`src/rtl/id_ex_hazard_reg_if.sv`:
```
// rtl/id_ex_hazard_reg_if.sv - ID-side inputs and EX-side outputs of the ID/EX pipeline register
interface id_ex_hazard_reg_if #(
    parameter int DATA_W = 64,
    parameter int CTRL_W = 8,
    parameter int CNT_W  = 16
);
    logic              valid_ID;
    logic [4:0]        Rn_ID;
    logic [4:0]        Rm_ID;
    logic              usesRm_ID;
    logic [4:0]        Rd_ID;
    logic              RegWrite_ID;
    logic              MemRead_ID;
    logic              MemWrite_ID;
    logic [CTRL_W-1:0] ctrl_ID;
    logic [DATA_W-1:0] opA_ID;
    logic [DATA_W-1:0] opB_ID;
    logic [DATA_W-1:0] imm_ID;
    logic              flush_EX;

    logic              valid_EX;
    logic [4:0]        Rn_EX;
    logic [4:0]        Rm_EX;
    logic [4:0]        Rd_EX;
    logic              RegWrite_EX;
    logic              MemRead_EX;
    logic              MemWrite_EX;
    logic [CTRL_W-1:0] ctrl_EX;
    logic [DATA_W-1:0] opA_EX;
    logic [DATA_W-1:0] opB_EX;
    logic [DATA_W-1:0] imm_EX;
    logic              stall_IFID;
    logic [CNT_W-1:0]  stall_cnt;

    modport master (
        output valid_ID, Rn_ID, Rm_ID, usesRm_ID, Rd_ID, RegWrite_ID, MemRead_ID, MemWrite_ID,
        output ctrl_ID, opA_ID, opB_ID, imm_ID, flush_EX,
        input  valid_EX, Rn_EX, Rm_EX, Rd_EX, RegWrite_EX, MemRead_EX, MemWrite_EX,
        input  ctrl_EX, opA_EX, opB_EX, imm_EX, stall_IFID, stall_cnt
    );

    modport slave (
        input  valid_ID, Rn_ID, Rm_ID, usesRm_ID, Rd_ID, RegWrite_ID, MemRead_ID, MemWrite_ID,
        input  ctrl_ID, opA_ID, opB_ID, imm_ID, flush_EX,
        output valid_EX, Rn_EX, Rm_EX, Rd_EX, RegWrite_EX, MemRead_EX, MemWrite_EX,
        output ctrl_EX, opA_EX, opB_EX, imm_EX, stall_IFID, stall_cnt
    );
endinterface

```
`src/rtl/id_ex_hazard_reg.sv`:
```
// rtl/id_ex_hazard_reg.sv - ID/EX pipeline register with load-use stall, flush squash and stall counter
module id_ex_hazard_reg #(
    parameter int DATA_W   = 64,
    parameter int CTRL_W   = 8,
    parameter int CNT_W    = 16,
    parameter int ZERO_REG = 31
) (
    input  logic                clk,
    input  logic                rst_n,
    id_ex_hazard_reg_if.slave   bus
);
    localparam logic [4:0] ZR = 5'(ZERO_REG);

    logic              r_valid;
    logic [4:0]        r_rn;
    logic [4:0]        r_rm;
    logic [4:0]        r_rd;
    logic              r_regwrite;
    logic              r_memread;
    logic              r_memwrite;
    logic [CTRL_W-1:0] r_ctrl;
    logic [DATA_W-1:0] r_opa;
    logic [DATA_W-1:0] r_opb;
    logic [DATA_W-1:0] r_imm;
    logic [CNT_W-1:0]  r_stall_cnt;

    logic w_rn_match;
    logic w_rm_match;
    logic w_haz;
    logic w_stall;
    logic w_bubble;

    // Only a load already in EX can produce data too late for forwarding.
    assign w_rn_match = (r_rd == bus.Rn_ID);
    assign w_rm_match = bus.usesRm_ID & (r_rd == bus.Rm_ID);
    assign w_haz      = r_valid & r_memread & (r_rd != ZR) & bus.valid_ID & (w_rn_match | w_rm_match);
    assign w_stall    = w_haz & ~bus.flush_EX;
    assign w_bubble   = bus.flush_EX | w_haz;

    always_ff @(posedge clk or negedge rst_n) begin
        if (!rst_n) begin
            r_valid     <= 1'b0;
            r_rn        <= ZR;
            r_rm        <= ZR;
            r_rd        <= ZR;
            r_regwrite  <= 1'b0;
            r_memread   <= 1'b0;
            r_memwrite  <= 1'b0;
            r_ctrl      <= '0;
            r_opa       <= '0;
            r_opb       <= '0;
            r_imm       <= '0;
            r_stall_cnt <= '0;
        end else begin
            if (w_bubble) begin
                // Operand fields are left as-is; a bubble never writes anything.
                r_valid    <= 1'b0;
                r_rn       <= ZR;
                r_rm       <= ZR;
                r_rd       <= ZR;
                r_regwrite <= 1'b0;
                r_memread  <= 1'b0;
                r_memwrite <= 1'b0;
            end else begin
                r_valid    <= bus.valid_ID;
                r_rn       <= bus.Rn_ID;
                r_rm       <= bus.Rm_ID;
                r_rd       <= bus.Rd_ID;
                r_regwrite <= bus.valid_ID & bus.RegWrite_ID;
                r_memread  <= bus.valid_ID & bus.MemRead_ID;
                r_memwrite <= bus.valid_ID & bus.MemWrite_ID;
                r_ctrl     <= bus.ctrl_ID;
                r_opa      <= bus.opA_ID;
                r_opb      <= bus.opB_ID;
                r_imm      <= bus.imm_ID;
            end
            if (w_stall && (r_stall_cnt != {CNT_W{1'b1}})) begin
                r_stall_cnt <= r_stall_cnt + CNT_W'(1);
            end
        end
    end

    assign bus.valid_EX    = r_valid;
    assign bus.Rn_EX       = r_rn;
    assign bus.Rm_EX       = r_rm;
    assign bus.Rd_EX       = r_rd;
    assign bus.RegWrite_EX = r_regwrite;
    assign bus.MemRead_EX  = r_memread;
    assign bus.MemWrite_EX = r_memwrite;
    assign bus.ctrl_EX     = r_ctrl;
    assign bus.opA_EX      = r_opa;
    assign bus.opB_EX      = r_opb;
    assign bus.imm_EX      = r_imm;
    assign bus.stall_IFID  = w_stall;
    assign bus.stall_cnt   = r_stall_cnt;
endmodule

```
`src/flat_wrapper.sv`:
```
// flat-port wrapper written by rule: the top's interface ports become plain ports
module id_ex_hazard_reg_flat 
#(
    parameter int DATA_W   = 64,
    parameter int CTRL_W   = 8,
    parameter int CNT_W    = 16,
    parameter int ZERO_REG = 31
)
  (clk, rst_n, bus_valid_ID, bus_Rn_ID, bus_Rm_ID, bus_usesRm_ID, bus_Rd_ID, bus_RegWrite_ID, bus_MemRead_ID, bus_MemWrite_ID, bus_ctrl_ID, bus_opA_ID, bus_opB_ID, bus_imm_ID, bus_flush_EX, bus_valid_EX, bus_Rn_EX, bus_Rm_EX, bus_Rd_EX, bus_RegWrite_EX, bus_MemRead_EX, bus_MemWrite_EX, bus_ctrl_EX, bus_opA_EX, bus_opB_EX, bus_imm_EX, bus_stall_IFID, bus_stall_cnt);
  id_ex_hazard_reg_if #(.DATA_W(DATA_W), .CTRL_W(CTRL_W), .CNT_W(CNT_W)) bus_i ();
  input  logic clk;
  input  logic rst_n;
  input wire logic [$bits(bus_i.valid_ID)-1:0] bus_valid_ID;
  input wire logic [$bits(bus_i.Rn_ID)-1:0] bus_Rn_ID;
  input wire logic [$bits(bus_i.Rm_ID)-1:0] bus_Rm_ID;
  input wire logic [$bits(bus_i.usesRm_ID)-1:0] bus_usesRm_ID;
  input wire logic [$bits(bus_i.Rd_ID)-1:0] bus_Rd_ID;
  input wire logic [$bits(bus_i.RegWrite_ID)-1:0] bus_RegWrite_ID;
  input wire logic [$bits(bus_i.MemRead_ID)-1:0] bus_MemRead_ID;
  input wire logic [$bits(bus_i.MemWrite_ID)-1:0] bus_MemWrite_ID;
  input wire logic [$bits(bus_i.ctrl_ID)-1:0] bus_ctrl_ID;
  input wire logic [$bits(bus_i.opA_ID)-1:0] bus_opA_ID;
  input wire logic [$bits(bus_i.opB_ID)-1:0] bus_opB_ID;
  input wire logic [$bits(bus_i.imm_ID)-1:0] bus_imm_ID;
  input wire logic [$bits(bus_i.flush_EX)-1:0] bus_flush_EX;
  output wire logic [$bits(bus_i.valid_EX)-1:0] bus_valid_EX;
  output wire logic [$bits(bus_i.Rn_EX)-1:0] bus_Rn_EX;
  output wire logic [$bits(bus_i.Rm_EX)-1:0] bus_Rm_EX;
  output wire logic [$bits(bus_i.Rd_EX)-1:0] bus_Rd_EX;
  output wire logic [$bits(bus_i.RegWrite_EX)-1:0] bus_RegWrite_EX;
  output wire logic [$bits(bus_i.MemRead_EX)-1:0] bus_MemRead_EX;
  output wire logic [$bits(bus_i.MemWrite_EX)-1:0] bus_MemWrite_EX;
  output wire logic [$bits(bus_i.ctrl_EX)-1:0] bus_ctrl_EX;
  output wire logic [$bits(bus_i.opA_EX)-1:0] bus_opA_EX;
  output wire logic [$bits(bus_i.opB_EX)-1:0] bus_opB_EX;
  output wire logic [$bits(bus_i.imm_EX)-1:0] bus_imm_EX;
  output wire logic [$bits(bus_i.stall_IFID)-1:0] bus_stall_IFID;
  output wire logic [$bits(bus_i.stall_cnt)-1:0] bus_stall_cnt;
  assign bus_i.valid_ID = bus_valid_ID;
  assign bus_i.Rn_ID = bus_Rn_ID;
  assign bus_i.Rm_ID = bus_Rm_ID;
  assign bus_i.usesRm_ID = bus_usesRm_ID;
  assign bus_i.Rd_ID = bus_Rd_ID;
  assign bus_i.RegWrite_ID = bus_RegWrite_ID;
  assign bus_i.MemRead_ID = bus_MemRead_ID;
  assign bus_i.MemWrite_ID = bus_MemWrite_ID;
  assign bus_i.ctrl_ID = bus_ctrl_ID;
  assign bus_i.opA_ID = bus_opA_ID;
  assign bus_i.opB_ID = bus_opB_ID;
  assign bus_i.imm_ID = bus_imm_ID;
  assign bus_i.flush_EX = bus_flush_EX;
  assign bus_valid_EX = bus_i.valid_EX;
  assign bus_Rn_EX = bus_i.Rn_EX;
  assign bus_Rm_EX = bus_i.Rm_EX;
  assign bus_Rd_EX = bus_i.Rd_EX;
  assign bus_RegWrite_EX = bus_i.RegWrite_EX;
  assign bus_MemRead_EX = bus_i.MemRead_EX;
  assign bus_MemWrite_EX = bus_i.MemWrite_EX;
  assign bus_ctrl_EX = bus_i.ctrl_EX;
  assign bus_opA_EX = bus_i.opA_EX;
  assign bus_opB_EX = bus_i.opB_EX;
  assign bus_imm_EX = bus_i.imm_EX;
  assign bus_stall_IFID = bus_i.stall_IFID;
  assign bus_stall_cnt = bus_i.stall_cnt;
  id_ex_hazard_reg #(.DATA_W(DATA_W), .CTRL_W(CTRL_W), .CNT_W(CNT_W), .ZERO_REG(ZERO_REG)) u_core (.clk(clk), .rst_n(rst_n), .bus(bus_i));
endmodule
```
`config.mk`:
```
export PLATFORM = sky130hd
export DESIGN_NAME = id_ex_hazard_reg_flat
export DESIGN_NICKNAME = d
export VERILOG_FILES = /design/src/rtl/id_ex_hazard_reg_if.sv /design/src/rtl/id_ex_hazard_reg.sv /design/src/flat_wrapper.sv
export SDC_FILE = /design/constraint.sdc
export NUM_CORES = 1
export LEC_CHECK = 0
export ABC_AREA = 1
export BUFFER_PORTS_ARGS = -buffer_cell sky130_fd_sc_hd__buf_2
export CORE_AREA = 10 10 169 171
export DETAILED_ROUTE_END_ITERATION = 7
export DIE_AREA = 0 0 179 181
export GPL_ROUTABILITY_DRIVEN = 0
export PLACE_DENSITY = 0.73
export SLEW_MARGIN = 20
export SYNTH_ARGS = -nofsm -noshare
export SYNTH_HDL_FRONTEND = slang
export SYNTH_SLANG_ARGS = --single-unit
```
`constraint.sdc`:
```
create_clock -name clk -period 1.8 [get_ports clk]
set_input_delay 0.09 -clock clk [delete_from_list [all_inputs] [get_ports clk]]
set_output_delay 0.09 -clock clk [all_outputs]
set_load 0.005 [all_outputs]
```
* Word-level counts from Yosys, hierarchy flattened *
Cells that the tools add are included.

cells by class
  add/subtract/negate cells = 1
  eq/ne operators = 4
  muxes and demuxes = 7
  bitwise operators = 12
  reduce and logical (&&, ||, !) cells = 1

operators with widths
  kind                                           number
  adder 16 x 1 -> 16 bit, second input constant  1
  != test 16 bit, second input constant          1
  two-way mux 5 bit                              3
  == test 5 bit                                  2
  bitwise AND 1 bit                              9
  != test 5 bit, second input constant           1
  two-way mux 1 bit                              4
  OR 1 bit                                       2
  logical AND 1 bit                              1
  NOT 1 bit                                      1

storage, ports and cells
  register bits after elaboration = 235
  input port bits = 223
  output and inout port bits = 236
  word-level logic and storage cells = 37

* Depth between registers and ports, before layout *
Gate-level depths: netlist of run 1.

  word-level depth = 6
  depth in mapped cells = 14
  depth with buffers taken out = 11

* Least setup slack after synthesis of run 1 *
OpenSTA, ideal clock, no wires.

  path type = flip-flop to flip-flop
  start = register u_core.r_rd[3], in the netlist u_core.bus.Rd_EX[3]
  end = register u_core.r_imm[0], in the netlist u_core.bus.imm_EX[0]
  setup time = 116 ps
  data arrival time = 1588 ps
  required time = 1684 ps
  slack = 96 ps
  cell stages (with the launch flop) = 15
  path buffers = 3
  clock period less this slack = 1704 ps
  path through = dfstp_2 > inv_2 > nand2_1 > nand2_1 > nor2_1 > nand3_1 > nand2_1 > nand2_1 > nand2_1 > inv_2 > buf_6 > buf_6 > buf_6 > nand2_1 > nand2_1

on the way
  longest elaborated chain between the ends = 5
  elaborated cells on any way between the ends = 9
  those cells by class = eq/ne: 3; bitwise: 6

ends and longest elaborated chain
  element                                                RTL line                                        source
  from (decl)                                            id_ex_hazard_reg.sv:17                          logic [4:0] r_rd;
  from (signal assigned)                                 id_ex_hazard_reg.sv:68                          r_rd <= bus.Rd_ID;
  != test 5 bit / == test 5 bit (equally long branches)  id_ex_hazard_reg.sv:36, id_ex_hazard_reg.sv:35
  bitwise AND 1 bit, on equally long branches            id_ex_hazard_reg.sv:36, id_ex_hazard_reg.sv:35
  bitwise AND 1 bit / OR 1 bit (equally long branches)   id_ex_hazard_reg.sv:36                          assign w_haz = r_valid & r_memread & (r_rd != ZR) & bus.valid_ID & (w_rn_match | w_rm_match);
  bitwise AND 1 bit *                                    id_ex_hazard_reg.sv:36
  OR 1 bit *                                             id_ex_hazard_reg.sv:38                          assign w_bubble = bus.flush_EX | w_haz;
  to (signal assigned)                                   id_ex_hazard_reg.sv:75                          r_imm <= bus.imm_ID;
  to (decl)                                              id_ex_hazard_reg.sv:24                          logic [DATA_W-1:0] r_imm;

Every way passes the cells marked *; elsewhere a longest branch is shown, timed or not.
A chain may end at the register's enable or synchronous reset.

* Final worst setup path of run 1 *
  start = register u_core.r_rd[1], in the netlist u_core.bus.Rd_EX[1]
  end = register u_core.r_opb[37], in the netlist u_core.bus.opB_EX[37]

on the way
  longest elaborated chain between the ends = 5
  elaborated cells on any way between the ends = 9
  those cells by class = eq/ne: 3; bitwise: 6

ends and longest elaborated chain
  element                                                RTL line                                        source
  != test 5 bit / == test 5 bit (equally long branches)  id_ex_hazard_reg.sv:36, id_ex_hazard_reg.sv:35
  bitwise AND 1 bit, on equally long branches            id_ex_hazard_reg.sv:36, id_ex_hazard_reg.sv:35
  bitwise AND 1 bit / OR 1 bit (equally long branches)   id_ex_hazard_reg.sv:36
  bitwise AND 1 bit *                                    id_ex_hazard_reg.sv:36
  OR 1 bit *                                             id_ex_hazard_reg.sv:38
  to (signal assigned)                                   id_ex_hazard_reg.sv:74                          r_opb <= bus.opB_ID;
  to (decl)                                              id_ex_hazard_reg.sv:23                          logic [DATA_W-1:0] r_opb;

Marks and branches as above.

==> qor.txt, run 1 <==
Final Power: 13.8 mW
reg2reg end: u_core.bus.opB_EX[37]
post-DP HPWL: 24,000 microns
drt first pass iters: 5
Die X-Extent: 179 microns
Buf/Inv on CP: 2
delay-heaviest family, CP: simple AND/OR/NAND/NOR gates
violated checks: negative setup slack
Crit Path Class: reg -> reg
Initial Util: 37.1%
Fmax achieved: 510 MHz
Async SR Flop Fraction: 100%
MaxCap Viol Count: 0
post-synth top area share: 59.2%
Ys Warns: 0
Avg Cell Area, Syn: 8.68 sq um
post-synth top area cell: dfrtp_1
cell depth of the worst flop-to-flop path: 11
CTS tree: built
die area: 32,400 sq um
largest cells by area after synthesis: dfrtp_1 59%, nand2_1 28%, dfstp_2 4.2%, buf_6 1.5%, buf_2 1.3%
Period minus WS final: 1.96 ns
Cell Chain, Critical Path: nand2_1, nand2_1, nor2_1, nand3_1, nand2_1, nand2_1, nand2_4, inv_8, buf_16, nand2_1, nand2_1
Port-buffer cells: 458
Num CTS Buffers: 26
unrepaired setup endpoints after global routing: true
most common cell after layout, fill and taps aside: nand2_1
cell mode on critical path: nand2_1
TNS Setup: -22.20 ns
drt drc: 0
Clock Latency Late Sink: 0.53 ns
Setup Skew: 0.00799 ns
layout cells sized above 1: 32.6%
Synth Net Count: 1,296
Worst slew margin: 66.2%
vias in the first global route: 10,711
first-pass GRT wire length: 59,500 microns
most used flip-flop cell after synthesis: dfrtp_1
Placement Setup Slack: -0.00819 ns
EDFF count, synth: 0
Root Buffer: clkbuf_16
final hold vios: 0
Cells after Synth: 1,072
Leak Pwr: 8.88 nW
core area: 25,000 sq um
Worst Path Max Fanout: 33
Die Y: 181 microns
Reg area: 5900 sq um
Reg2Reg Launch Point: u_core.bus.Rd_EX[1]
Slew Limit Fails: 0
maximum vdd drop: 743 uV
most frequent cells in the layout: 698 x nand2_1, 456 x buf_2, 222 x dlygate4sd3_1, 220 x dfrtp_1, 41 x clkbuf_16
setup ws final: -0.160 ns
CP max stage delay: 0.58 ns
grt ovf: 0
internal reg-to-reg setup slack: -0.16 ns
Multi-input gate area: 3020 sq um
Setup-failing EPs final: 210
Cell Rows: 58
Wirelength per Cell: 19.8 microns
largest net degree at the start of global routing: 66
CTS max path bufs: 3
total track usage: 22.8%
antenna-violating nets left: 0
via count of the routed design: 10,386
Reg clk slew, reported paths: 0.06 ns
synthesized area: 9300 sq um
WHS: 0.121 ns
CTS sink cnt: 235
P&R area growth vs syn: 70.0%
pwr dens: 872 nW/um^2
initial antenna violation count: 6
Post-Route WL: 42,500 microns
crit share post-route: 109%
status: finished, violations left
CP max-delay cell: dfstp_2
Netlist cell types: 20
Crit path arrival time: 2.42 ns
fill count: 1,821
DR vias/cell: 4.85
Worst Setup Start Kind: flip-flop
IO Pins: 459
H-Tree Depth: 1
Worst setup EP type: flip-flop
Seq/Total Area, Yosys: 63.4%
drt initial violations: 770
Critical Path RT: 2.26 ns
worst-margin pin slew: 0.507 ns
Final nets: 2,008
Seq cells post-synth: 235
hold crit path type: in -> async
==> routing by layer <==
metal  share of wire [%]  GRT usage [%]
met5                   0              0
met3                 9.9           6.63
met1                  37           25.7
met4                 4.3           9.39
met2                  49           39.3
==> worst register-to-register path, stage by stage, from the launching register on <==
cell,delay [ns]
dfstp_2,0.58
nand2_1,0.10
nand2_1,0.09
nor2_1,0.05
nand3_1,0.07
nand2_1,0.08
nand2_1,0.12
nand2_4,0.14
inv_8,0.23
buf_16,0.22
nand2_1,0.13
nand2_1,0.09
==> cell families (layout without fill, tap and decap cells) <==
family | after synthesis | count (layout) | share of synthesized area, %
AO/OA/AOI/OAI | 1 | 1 | 0.0538
adder cells (fa/ha/maj) | 1 | 1 | 0.135
other | 0 | 8 | 0
flip-flops | 235 | 235 | 63.4
XOR/XNOR | 15 | 15 | 1.41
buffers and inverters | 75 | 806 | 4.37
AND/OR/NAND/NOR | 745 | 745 | 30.6
==> where the power goes <==
| group | switching (mW) | total [mW] | internal, mW |
|---|---|---|---|
| sequential | 0.255 | 5.97 | 5.72 |
| clock | 2.21 | 5.50 | 3.29 |
| combinational | 1.16 | 2.32 | 1.16 |
| total | 3.62 | 13.8 | 10.2 |
==> synthesized netlist by cell type (4+ instances only) <==
library cell and n:
dfstp_2 15, inv_2 6, nand4_1 4, xnor2_1 7, clkbuf_1 10, nor2_1 20
nand3_1 11, nand2_1 701, inv_1 21, buf_6 12, buf_2 25, dfrtp_1 220
or2_2 6, xor2_1 8
==> state kept, by name, summed over array words and instances, names as in the netlist <==
register,cells
u_core.bus.MemRead_EX,1
u_core.bus.Rm_EX,5
u_core.bus.RegWrite_EX,1
u_core.bus.imm_EX,64
u_core.bus.Rn_EX,5
u_core.bus.ctrl_EX,8
u_core.bus.valid_EX,1
u_core.bus.opA_EX,64
u_core.bus.Rd_EX,5
u_core.bus.stall_cnt,16
u_core.bus.MemWrite_EX,1
u_core.bus.opB_EX,64
==> how the worst max path moves through the flow <==
stage / slack, ns / start / cells after the start / end
2_1_floorplan: 0.1 / u_core.bus.Rd_EX[3] / 14 / u_core.bus.imm_EX[0]
6_report: -0.16 / u_core.bus.Rd_EX[1] / 11 / u_core.bus.opB_EX[37]
4_1_cts: -0.15 / u_core.bus.Rd_EX[1] / 10 / bus_stall_IFID
3_5_place_dp: -0.008 / u_core.bus.Rd_EX[4] / 11 / u_core.bus.opA_EX[14]
5_1_grt: -0.27 / u_core.bus.Rd_EX[4] / 10 / bus_stall_IFID
3_3_place_gp: 0.03 / u_core.bus.Rd_EX[2] / 9 / u_core.bus.opA_EX[24]
==> final cells by class <==
cell class              count  area share [%]
clock buffers              33            4.61
clock inverters            14           0.989
inverters                  27           0.688
well taps                 330            2.61
diodes                      8           0.127
multi-input cells         762            19.1
flip-flops and latches    235            37.3
repair buffers            732            34.6
==> stage by stage <==
stage | instance area, sq um | util, % | std cells
after floorplan | 9300 | - | 1072
after global placement | 12100 | 48.1 | 1836
after detailed placement | 12100 | 48.1 | 1836
after CTS | 15300 | 61.1 | 2112
after global routing | 15800 | 63.1 | 2139
final | 15800 | 63.2 | 2141
==> what timing repair did <==
action | 4_1_cts | 5_1_grt
pin swaps | 6 | 3
setup buffers | 5 | 2
gates resized for setup | 12 | 11
endpoints found under the setup margin | 20 | 226
hold endpoints to repair | 416 | 0
gates cloned | 2 | 19
hold buffers | 222 | 0
No activity file was read; power rests on OpenSTA's default activity.
==> run 2: changes to the inputs <==
Settings changed: ABC_AREA 1 to not set, CORE_AREA 10 10 169 171 to 10 10 170 172, CTS_CLUSTER_SIZE set to 12, DIE_AREA 0 0 179 181 to 0 0 180 182, PLACE_DENSITY 0.73 to 0.68.
==> qor.txt, run 2 <==
status: finished, violations left
violated checks: negative setup slack
xor/xnor share of the synthesized area: 2.21% (+0.80 points)
TNS Setup: -97.37 ns (-75.17 ns)
Cells after Synth: 563 (-47%)
post-synth top area cell: dfrtp_1
largest family of logic cells by synthesized area: multiplexers
final hold vios: 0 (unchanged)
reg2reg end: u_core.bus.opB_EX[40]
drt initial violations: 294 (-62%)
compound-cell area share of the yosys netlist: 0.425% (+0.37 points)
worst-margin pin slew: 0.482 ns (-0.0258 ns)
CP max stage delay: 0.58 ns (about the same)
internal reg-to-reg setup slack: -0.50 ns (-0.34 ns)
CTS max path bufs: 3 (unchanged)
HP Start: bus_flush_EX
Worst slew margin: 67.9% (+1.7 points)
Ys Warns: 0 (unchanged)
Crit path arrival time: 2.70 ns (+0.28 ns)
Avg Cell Area, Syn: 16.2 sq um (+87%)
layout cells sized above 1: 57.3% (+25 points)
Placed Cells: 1,388 (-24%)
crit path to: u_core.bus.opB_EX[40]
post-route cell area: 16,100 sq um (+2.1%)
via count of the routed design: 7,767 (-25%)
Synth Area in Adders: 0.137% (+0.0026 points)
Worst Path Max Fanout: 14 (-58%)
most common cell after layout, fill and taps aside: buf_2
Worst Setup Start Kind: flip-flop
Setup-failing EPs final: 236 (+12%)
Reg clk slew, reported paths: 0.06 ns (about the same)
Initial Util: 35.6% (-1.5 points)
synthesized area: 9120 sq um (-1.9%)
mux cell area share after synthesis: 25.0% (+25 points)
Die Y: 182 microns (+0.55%)
WHS: 0.0657 ns (-0.0555 ns)
largest cells by area after synthesis: dfrtp_1 60%, mux2_1 16%, mux2_2 9.0%, dfstp_2 4.3%, buf_6 2.6%
DR vias/cell: 4.63 (-4.5%)
Seq/Total Area, Yosys: 64.7% (+1.2 points)
CTS tree: built
EDFF count, synth: 0 (unchanged)
Cell Chain, Critical Path: xor2_2, nor4_2, a32oi_2, buf_4, o21ba_4, buf_12, buf_12, mux2_4
vias in the first global route: 8,767 (-18%)
simple-gate share of the synthesized area: 4.64% (-26 points)
Cell Rows: 59 (+1.7%)
Num CTS Buffers: 27 (+3.8%)
first-pass GRT wire length: 51,700 microns (-13%)
core area: 25,600 sq um (+2.3%)
most used flip-flop cell after synthesis: dfrtp_1
Slew Limit Fails: 0 (unchanged)
final std cells w/o fill: 1,677 (-22%)
CTS sink cnt: 235 (unchanged)
Synth Net Count: 787 (-39%)
Die X-Extent: 180 microns (+0.56%)
Crit Path Class: reg -> reg
Placement Setup Slack: -0.362 ns (-0.353 ns)
Worst setup EP type: flip-flop
die area: 32,800 sq um (+1.1%)
maximum vdd drop: 791 uV (+6.5%)
Critical Path RT: 2.19 ns (-0.07 ns)
Leak Pwr: 7.96 nW (-10%)
Post-Route WL: 34,700 microns (-18%)
Reg2Reg Launch Point: u_core.bus.Rd_EX[4]
initial antenna violation count: 6 (unchanged)
Root Buffer: clkbuf_16
drt first pass iters: 4 (-1)
IO Pins: 459 (unchanged)
cell with the most instances after synthesis: dfrtp_1
Placed Area: 12,300 sq um (+1.8%)
largest net degree at the start of global routing: 59 (-11%)
crit share post-route: 128% (+19 points)
Final nets: 1,541 (-23%)
Seq cells post-synth: 235 (unchanged)
antenna-violating nets left: 0 (unchanged)
Netlist cell types: 32 (+60%)
Port-buffer cells: 458 (unchanged)
grt ovf: 0 (unchanged)
hold crit path type: in -> reg
P&R area growth vs syn: 76.9%
post-DP HPWL: 22,700 microns (-5.6%)
H-Tree Depth: 1 (unchanged)
cell depth of the worst flop-to-flop path: 8 (-3)
Clock Latency Late Sink: 0.53 ns (about the same)
Commonest cells post-synth: 220 x dfrtp_1, 129 x mux2_1, 73 x mux2_2, 21 x buf_6, 21 x xor2_1
post-synth top area share: 60.3% (+1.2 points)
drt drc: 0 (unchanged)
Period minus WS final: 2.30 ns (+0.341 ns)
unrepaired setup endpoints after global routing: true
pwr dens: 868 nW/um^2 (-0.52%)
cell mode on critical path: buf_12
hold path cells: 3
Fmax achieved: 434 MHz (-15%)
MaxCap Viol Count: 0 (unchanged)
setup ws final: -0.502 ns (-0.341 ns)
Async SR Flop Fraction: 100% (unchanged)
CP max-delay cell: dfstp_2
CP Launch Point: u_core.bus.Rd_EX[4]
Wirelength per Cell: 20.7 microns (+4.3%)
Final Power: 14.0 mW (+1.5%)
Final Util: 63.0% (-0.15 points)
most frequent cells in the layout: 457 x buf_2, 220 x dlygate4sd3_1, 220 x dfrtp_1, 90 x mux2_4, 60 x mux2_2
Setup Skew: 0.0128 ns (+0.00484 ns)
total track usage: 19.5% (-3.3 points)
run 2: routing by layer:
layer	vias up	GRT usage, %	routed length, microns
met4	0	5.86	1100
met2	353	35.3	18300
li1	3500	-	-
met3	73	7.00	2830
met5	-	0	0
met1	3841	21.0	12500
run 2: cells by family (layout without fill, tap and decap cells):
| logic type | count (synthesis) | after routing |
|---|---|---|
| DFF | 235 | 235 |
| muxes | 203 | 203 |
| and+or+nand+nor | 70 | 70 |
| buffers and inverters | 27 | 800 |
| xor gates and xnor gates | 23 | 23 |
| AOI/OAI and AO/OA | 4 | 4 |
| adders and majority gates | 1 | 1 |
| other | 0 | 6 |
run 2: worst min path at each step:
| stage | to | slack (ns) |
|---|---|---|
| final | u_core.bus.stall_cnt[12] | 0.07 |
| after global routing | u_core.bus.stall_cnt[12] | 0.08 |
| after CTS | u_core.bus.stall_cnt[12] | 0.05 |
| after detailed placement | u_core.bus.opA_EX[59] | 0.07 |
| after global placement | u_core.bus.opB_EX[37] | 0.07 |
| after floorplan | u_core.bus.MemRead_EX | -0.21 |
run 2: what timing repair did:
item                       CTS  global route
cloned                       0             3
setup buffers                8             5
pin swaps                    9            29
resized for setup           49            80
setup endpoints to repair  236           236
hold endpoints to repair   420             0
hold buffers               220             0
run 2: cell type report:
cell class	count	area [sq um]
clock buffers	44	840
diodes	6	15.0
fillers	1743	9480
inverters	1	3.75
repair buffers	751	5360
flip-flops and latches	235	5900
multi-input cells	301	3530
clock inverters	4	72.6
well taps	335	419
run 2: power breakdown:
part	leakage, nW	switching, mW	internal [mW]
logic	4.74	0.946	1.45
clock network	0.445	2.13	3.44
registers	2.77	0.268	5.77
run 2: worst max-delay path: cells and delay by family, from the launching register on:
| kind | cells | cell delay [ns] |
|---|---|---|
| xor gates and xnor gates | 1 | 0.08 |
| buffers and inverters | 3 | 0.48 |
| DFF | 1 | 0.58 |
| AOI/OAI and AO/OA | 2 | 0.39 |
| and+or+nand+nor | 1 | 0.28 |
| muxes | 1 | 0.32 |
